## src/rtl/bram_fifo_pkg.sv

```systemverilog
// Shared constants and width helpers for the BRAM-backed streaming FIFO.
// Widths are derived from the BRAM address width of the instantiating block.
package bram_fifo_pkg;

    localparam int OUT_BUF_DEPTH = 2;
    localparam int OCC_W         = 2;
    localparam int DEF_ADDR_W    = 4;

    function automatic int fifo_depth(input int aw);
        return 2 ** aw;
    endfunction

    function automatic int mem_cnt_w(input int aw);
        return aw + 1;
    endfunction

    function automatic int count_w(input int aw);
        return aw + 2;
    endfunction

    localparam int DEF_DEPTH = fifo_depth(DEF_ADDR_W);

endpackage

```

## src/rtl/bram_fifo_outbuf.sv

```systemverilog
// Two-entry output/skid buffer absorbing the BRAM's registered read latency.
// Tracks the in-flight read so the issue logic can see total occupancy.
module bram_fifo_outbuf
    import bram_fifo_pkg::*;
#(
    parameter int DATA_WIDTH = 8
) (
    input  logic                  i_Clk,
    input  logic                  i_Rst_L,
    input  logic                  i_Issue,
    input  logic [DATA_WIDTH-1:0] i_Bram_Rd_Data,
    input  logic                  i_Rd_Ready,
    output logic                  o_Rd_Valid,
    output logic [DATA_WIDTH-1:0] o_Rd_Data,
    output logic                  o_Pop,
    output logic [OCC_W-1:0]      o_Occ
);

    logic                  inflight_q;
    logic                  out_v_q;
    logic                  out_v_d;
    logic                  skid_v_q;
    logic                  skid_v_d;
    logic [DATA_WIDTH-1:0] out_q;
    logic [DATA_WIDTH-1:0] out_d;
    logic [DATA_WIDTH-1:0] skid_q;
    logic [DATA_WIDTH-1:0] skid_d;
    logic                  pop;

    assign pop = out_v_q & i_Rd_Ready;

    // Returning word goes to the head slot whenever that slot frees up this edge
    always_comb begin
        out_v_d  = out_v_q;
        skid_v_d = skid_v_q;
        out_d    = out_q;
        skid_d   = skid_q;
        if (inflight_q) begin
            if (!out_v_q || (pop && !skid_v_q)) begin
                out_d   = i_Bram_Rd_Data;
                out_v_d = 1'b1;
            end else if (pop) begin
                out_d    = skid_q;
                skid_d   = i_Bram_Rd_Data;
                skid_v_d = 1'b1;
            end else begin
                skid_d   = i_Bram_Rd_Data;
                skid_v_d = 1'b1;
            end
        end else if (pop) begin
            if (skid_v_q) begin
                out_d    = skid_q;
                skid_v_d = 1'b0;
            end else begin
                out_v_d = 1'b0;
            end
        end
    end

    always_ff @(posedge i_Clk or negedge i_Rst_L) begin
        if (!i_Rst_L) begin
            inflight_q <= 1'b0;
            out_v_q    <= 1'b0;
            skid_v_q   <= 1'b0;
            out_q      <= '0;
            skid_q     <= '0;
        end else begin
            inflight_q <= i_Issue;
            out_v_q    <= out_v_d;
            skid_v_q   <= skid_v_d;
            out_q      <= out_d;
            skid_q     <= skid_d;
        end
    end

    assign o_Rd_Valid = out_v_q;
    assign o_Rd_Data  = out_q;
    assign o_Pop      = pop;
    assign o_Occ      = OCC_W'({1'b0, out_v_q})
                      + OCC_W'({1'b0, skid_v_q})
                      + OCC_W'({1'b0, inflight_q});

endmodule

```

## src/rtl/bram_fifo_ctrl.sv

```systemverilog
// Pointer/flow-control stage turning a simple dual-port BRAM into a FIFO.
// Optional BRAM_FIFO_AFULL_EN adds a registered o_Almost_Full output.
module bram_fifo_ctrl
    import bram_fifo_pkg::*;
#(
    parameter int DATA_WIDTH  = 8,
    parameter int ADDR_WIDTH  = 4,
    parameter int AFULL_LEVEL = 12
) (
    input  logic                  i_Clk,
    input  logic                  i_Rst_L,
    input  logic                  i_Wr_Valid,
    output logic                  o_Wr_Ready,
    input  logic [DATA_WIDTH-1:0] i_Wr_Data,
    output logic                  o_Rd_Valid,
    input  logic                  i_Rd_Ready,
    output logic [DATA_WIDTH-1:0] o_Rd_Data,
    output logic                  o_Bram_Wr_En,
    output logic [ADDR_WIDTH-1:0] o_Bram_W_Addr,
    output logic [DATA_WIDTH-1:0] o_Bram_Wr_Data,
    output logic                  o_Bram_Rd_En,
    output logic [ADDR_WIDTH-1:0] o_Bram_R_Addr,
    input  logic [DATA_WIDTH-1:0] i_Bram_Rd_Data,
    output logic [ADDR_WIDTH+1:0] o_Count,
    output logic                  o_Full,
    output logic                  o_Empty
`ifdef BRAM_FIFO_AFULL_EN
    ,
    output logic                  o_Almost_Full
`endif
);

    localparam int DEPTH = fifo_depth(ADDR_WIDTH);
    localparam int MW    = mem_cnt_w(ADDR_WIDTH);
    localparam int CW    = count_w(ADDR_WIDTH);

    logic [ADDR_WIDTH-1:0] wr_ptr_q;
    logic [ADDR_WIDTH-1:0] wr_ptr_d;
    logic [ADDR_WIDTH-1:0] rd_ptr_q;
    logic [ADDR_WIDTH-1:0] rd_ptr_d;
    logic [MW-1:0]         mem_cnt_q;
    logic [MW-1:0]         mem_cnt_d;
    logic [CW-1:0]         count_q;
    logic [CW-1:0]         count_d;
    logic                  full_q;
    logic                  full_d;
    logic                  wr_acc;
    logic                  rd_iss;
    logic                  pop;
    logic [OCC_W-1:0]      occ;
    logic [OCC_W:0]        occ_net;

    assign o_Wr_Ready = i_Rst_L & ~full_q;
    assign wr_acc     = i_Wr_Valid & o_Wr_Ready;

    // Issue only while the buffer plus in-flight read leaves a free slot
    assign occ_net = {1'b0, occ} - {{OCC_W{1'b0}}, pop};
    assign rd_iss  = i_Rst_L
                   & (mem_cnt_q != '0)
                   & (occ_net < (OCC_W+1)'(OUT_BUF_DEPTH));

    always_comb begin
        wr_ptr_d  = wr_ptr_q;
        rd_ptr_d  = rd_ptr_q;
        mem_cnt_d = mem_cnt_q;
        count_d   = count_q;
        if (wr_acc) begin
            wr_ptr_d = wr_ptr_q + ADDR_WIDTH'(1);
        end
        if (rd_iss) begin
            rd_ptr_d = rd_ptr_q + ADDR_WIDTH'(1);
        end
        unique case (1'b1)
            (wr_acc & ~rd_iss): mem_cnt_d = mem_cnt_q + MW'(1);
            (~wr_acc & rd_iss): mem_cnt_d = mem_cnt_q - MW'(1);
            default:            mem_cnt_d = mem_cnt_q;
        endcase
        unique case (1'b1)
            (wr_acc & ~pop): count_d = count_q + CW'(1);
            (~wr_acc & pop): count_d = count_q - CW'(1);
            default:         count_d = count_q;
        endcase
        full_d = (mem_cnt_d == MW'(DEPTH));
    end

    always_ff @(posedge i_Clk or negedge i_Rst_L) begin
        if (!i_Rst_L) begin
            wr_ptr_q  <= '0;
            rd_ptr_q  <= '0;
            mem_cnt_q <= '0;
            count_q   <= '0;
            full_q    <= 1'b0;
        end else begin
            wr_ptr_q  <= wr_ptr_d;
            rd_ptr_q  <= rd_ptr_d;
            mem_cnt_q <= mem_cnt_d;
            count_q   <= count_d;
            full_q    <= full_d;
        end
    end

`ifdef BRAM_FIFO_AFULL_EN
    logic afull_q;

    always_ff @(posedge i_Clk or negedge i_Rst_L) begin
        if (!i_Rst_L) begin
            afull_q <= 1'b0;
        end else begin
            afull_q <= (mem_cnt_d >= MW'(AFULL_LEVEL));
        end
    end

    assign o_Almost_Full = afull_q;
`else
`endif

    bram_fifo_outbuf #(
        .DATA_WIDTH (DATA_WIDTH)
    ) u_outbuf (
        .i_Clk          (i_Clk),
        .i_Rst_L        (i_Rst_L),
        .i_Issue        (rd_iss),
        .i_Bram_Rd_Data (i_Bram_Rd_Data),
        .i_Rd_Ready     (i_Rd_Ready),
        .o_Rd_Valid     (o_Rd_Valid),
        .o_Rd_Data      (o_Rd_Data),
        .o_Pop          (pop),
        .o_Occ          (occ)
    );

    assign o_Bram_Wr_En   = wr_acc;
    assign o_Bram_W_Addr  = wr_ptr_q;
    assign o_Bram_Wr_Data = i_Wr_Data;
    assign o_Bram_Rd_En   = rd_iss;
    assign o_Bram_R_Addr  = rd_ptr_q;
    assign o_Count        = count_q;
    assign o_Full         = full_q;
    assign o_Empty        = (count_q == '0);

endmodule
```

## config.mk

```make
export PLATFORM = sky130hd
export DESIGN_NAME = bram_fifo_ctrl
export DESIGN_NICKNAME = d
export VERILOG_FILES = /design/src/rtl/bram_fifo_pkg.sv /design/src/rtl/bram_fifo_outbuf.sv /design/src/rtl/bram_fifo_ctrl.sv
export SDC_FILE = /design/constraint.sdc
export NUM_CORES = 1
export LEC_CHECK = 0
export ABC_AREA = 1
export CORE_ASPECT_RATIO = 0.6
export CORE_MARGIN = 8
export CORE_UTILIZATION = 49
export CTS_CLUSTER_DIAMETER = 30
export DETAILED_ROUTE_END_ITERATION = 12
export GPL_TIMING_DRIVEN = 0
export PLACE_DENSITY = 0.8
export REMOVE_ABC_BUFFERS = 1
export SYNTH_ARGS = -nofsm -noshare
export SYNTH_HDL_FRONTEND = slang
export SYNTH_SLANG_ARGS = --single-unit
```

## constraint.sdc

```tcl
create_clock -name i_Clk -period 3.9 [get_ports i_Clk]
set_clock_uncertainty 0.2 [all_clocks]
set_input_delay 0.585 -clock i_Clk [delete_from_list [all_inputs] [get_ports i_Clk]]
set_output_delay 0.585 -clock i_Clk [all_outputs]
set_load 0.02 [all_outputs]
```

==> results of run 1 <==
[routing by layer]
metal	GRT usage	wire, microns	vias to the layer above
met5	0	0	-
met4	0.0555	46	0
met3	0.0558	311	5
met2	0.222	1860	43
met1	0.176	2220	788
li1	-	-	905
[synthesized netlist by cell type, types with 5 or more instances]
cell and count:
nand2_1 67, inv_1 48, dfrtp_1 39, nor2_1 19, ha_1 14, a21oi_1 13, nand3_1 12, o21ai_0 11
buf_4 8, o211ai_1 6, xor2_1 6, xnor2_1 5
[state kept, by name (all words and copies together) (netlist names), 4 cells and up]
register	cells
u_outbuf.o_Rd_Data	8
u_outbuf.skid_q	8
o_Count	6
mem_cnt_q	5
o_Bram_R_Addr	4
o_Bram_W_Addr	4
[final timing paths]
check | endpoint | slack [ns] | startpoint
min reg2reg | o_Bram_W_Addr[3]$_DFFE_PN0P_ | 0.27 | o_Bram_W_Addr[3]$_DFFE_PN0P_
max in group asynchronous | o_Bram_W_Addr[0]$_DFFE_PN0P_ | 2.74 | i_Rst_L
max reg2reg | o_Full$_DFF_PN0_ | 0.51 | u_outbuf.o_Rd_Valid$_DFFE_PN0P_
min | u_outbuf.o_Rd_Data[3]$_DFFE_PN0P_ | 0.20 | i_Rst_L
min in group i_Clk | o_Bram_W_Addr[3]$_DFFE_PN0P_ | 0.27 | o_Bram_W_Addr[3]$_DFFE_PN0P_
max | o_Bram_Rd_En | 0.22 | i_Rd_Ready
[power groups by stage]
stage / clock (mW) / sequential, mW / combinational, mW
6_report: 0.271 / 0.774 / 1.46
5_1_grt: 0.290 / 0.800 / 1.67
4_1_cts: 0.280 / 0.774 / 1.46
3_5_place_dp: 0 / 0.779 / 1.45
3_3_place_gp: 0 / 0.775 / 1.40
2_1_floorplan: 0 / 0.897 / 0.831
[repair_timing]
| item | in CTS | in global routing |
|---|---|---|
| gates resized for setup | 1 | 2 |
| hold buffers | 0 | 0 |
| endpoints found under the setup margin | 2 | 3 |
| pin swaps | 0 | 0 |
[cells by family (layout without fill, tap and decap cells)]
| group | after synthesis | after routing | share of synthesized area |
|---|---|---|---|
| adder cells (fa/ha/maj) | 16 | 16 | 0.0962 |
| AND/OR/NAND/NOR | 106 | 106 | 0.195 |
| flip-flops | 39 | 39 | 0.436 |
| XOR/XNOR | 11 | 11 | 0.0431 |
| AO/OA/AOI/OAI | 38 | 38 | 0.108 |
| buffers and inverters | 60 | 95 | 0.122 |
[worst max-delay path, delay by kind of cell]
family | cells | cell delay [ns]
AO/OA/AOI/OAI | 1 | 0.17
XOR/XNOR | 1 | 0.13
adder cells (fa/ha/maj) | 2 | 0.55
buffers and inverters | 2 | 1.16
AND/OR/NAND/NOR | 2 | 0.29
[cell type report]
cell class	count	area, sq um	area share
Inverter	48	180	0.0665
Sequential cell	39	976	0.360
Timing Repair Buffer	39	385	0.142
Tap cell	63	78.8	0.0291
Clock inverter	3	20.0	0.00739
Clock buffer	5	68.8	0.0254
Multi-Input combinational cell	171	998	0.369
[per-stage QoR]
| step | power (mW) | setup TNS, ns | utilization | cell area (sq um) |
|---|---|---|---|---|
| after CTS | 2.51 | 0 | 0.601 | 2700 |
| after global placement | 2.18 | -6.43 | 0.582 | 2610 |
| after floorplan | 1.73 | 0 | - | 2140 |
| final | 2.50 | 0 | 0.603 | 2710 |
| after global routing | 2.76 | 0 | 0.603 | 2710 |
| after detailed placement | 2.23 | -0.804 | 0.581 | 2610 |
[placed cells by master, fill, tap and decap left out, drive strengths merged]
cell,count
fa,2
o22ai,1
and2,1
nor3,2
xor2,6
nand2,68
a211oi,1
clkinv,1
inv,48
buf,1
clkbuf,5
o31ai,1
nand3,13
nor2,20
clkinvlp,2
o211ai,8
a21oi,13
dfrtp,39
clkdlybuf4s50,38
nand4,1
o21ai,13
nand3b,1
a22oi,1
ha,14
xnor2,5
==> metrics.md, run 1 <==
| Metric | Value |
|---|---|
| Status | completed |
| Worst EP required | 3.12 ns |
| Clk sinks | 39 |
| YS warnings | 0 |
| VDD IR max | 379 uV |
| Max Fclk | 272 MHz |
| H-Tree Depth | 2 |
| Crit path cell chain | clkdlybuf4s50_1, nand2_1, ha_1, ha_1, a21oi_1, xor2_1, nor2_4, clkdlybuf4s50_1 |
| Pwr/cell area | 925 nW/um^2 |
| WL/cell | 12.1 microns |
| Max stage delay on crit path | 0.64 ns |
| Slowest CP cell | clkdlybuf4s50_1 |
| Die height | 68.3 microns |
| Finished Layout Cells | 368 |
| Share of the yosys chip area belonging to registers | 0.436 |
| Logic pwr share | 0.583 |
| Final Hold Slack | 0.200 ns |
| Crit Path Category | input pin to output port |
| Sw Ratio | 0.460 |
| Final wirelength | 4440 microns |
| NetSw | 1.15 mW |
| Synth cell types | 29 |
| Initial Utilization | 0.498 |
| Top-Level Pins | 56 |
| Total GRT Usage | 0.143 |
| Die footprint | 7050 sq um |
| Number of CTS-inserted buffers | 5 |
| Worst Setup Start Kind | input pin |
| Dpl hpwl | 3290 microns |
| Worst R2R Path Depth | 14 |
| ANT nets after route | 0 |
| Final GP Congestion | 0.875 |
| Count of input and output buffers | 39 |
| Max_slew headroom | 0.414 |
| # fillers | 375 |
| Worst-Margin Slew | 0.879 ns |
| TritonRoute pass-1 iters | 4 |
| Hold Vio Cnt, Final | 0 |
| Unrepaired setup endpoints after global routing | no |
| Tcrit/Tclk final | 0.944 |
| Overflow after GRT | 0 |
| Layout cells sized above 1 | 0.0557 |
| Number of synthesized flops with an enable pin | 0 |
| Cells after synthesis | 270 |
| Share of flip-flops with an asynchronous set or reset | 1.00 |
| Clk pwr share | 0.108 |
| Core Area | 4490 sq um |
| Clk Latency, worst-skew pair | 0.29 ns |
| Top cell type's share of synthesized area | 0.436 |
| Post-Syn Area | 2240 sq um |
| Synth Flop Type | dfrtp_1 |
| Worst Path Max Fanout | 7 |
| Synthesized area per cell | 8.29 sq um |
| Syn-to-layout area delta | 21.0% |
| Clock transition at path regs | 0.08 ns |
| Leak | 1.38 nW |
| Seq cells post-synth | 39 |
| Seq pwr share | 0.309 |
| Top cells by area, synth | dfrtp_1 (44%), nand2_1 (11%), inv_1 (8.1%) |
| Post-placement cell count | 360 |
| Setup violators final | 0 |
| Post-CTS Setup Bufs | 0 |
| Cell-internal power | 1.35 mW |
| Worst-case clock buffer depth | 2 |
| Hold crit path type | input pin to asynchronous set/reset pin |
| Largest net degree at the start of global routing | 42 |
| Net count, final | 340 |
| Die X | 103 microns |
| Row Count | 19 |
| Worst slack at placement | -0.326 ns |
| Crit path DAT | 2.90 ns |
| Cell taking the most area after synthesis | dfrtp_1 |
| CP Capture Type | output port |
| CTS tree | yes |
| Root buf cell | clkbuf_8 |
| Initial DRC count | 69 |
| Via count | 1741 |
| Slew Limit Fails | 0 |
| Initial antenna violation count | 0 |
| Setup ws final | 0.219 ns |
| Routed vias/inst | 4.73 |
| DR DRC count | 0 |
| Vias in the first global route | 1774 |
| First-pass GRT wire length | 7850 microns |
| Maximum Capacitance Violations | 0 |
| Number of diodes | 0 |
| Min Tclk post-route | 3.68 ns |
(Power assumes the default switching activity.)
==> run 2, diff against run 1 <==
==> constraint.sdc (replaced) <==
create_clock -name i_Clk -period 3.9 [get_ports i_Clk]
set_clock_uncertainty 0.2 [all_clocks]
set_input_delay 0.585 -clock i_Clk [delete_from_list [all_inputs] [get_ports i_Clk]]
set_output_delay 0.585 -clock i_Clk [all_outputs]
set_load 0.01 [all_outputs]
==> results of run 2 <==
Same layout as run 1 (identical final DEF). Status: completed.
Among the figures that moved: setup slack after layout 0.219 ns -> 0.278 ns; end point of the critical path o_Bram_Rd_En -> o_Full$_DFF_PN0_; total power 2.50 mW -> 2.40 mW; worst IR drop on VDD 379 uV -> 357 uV
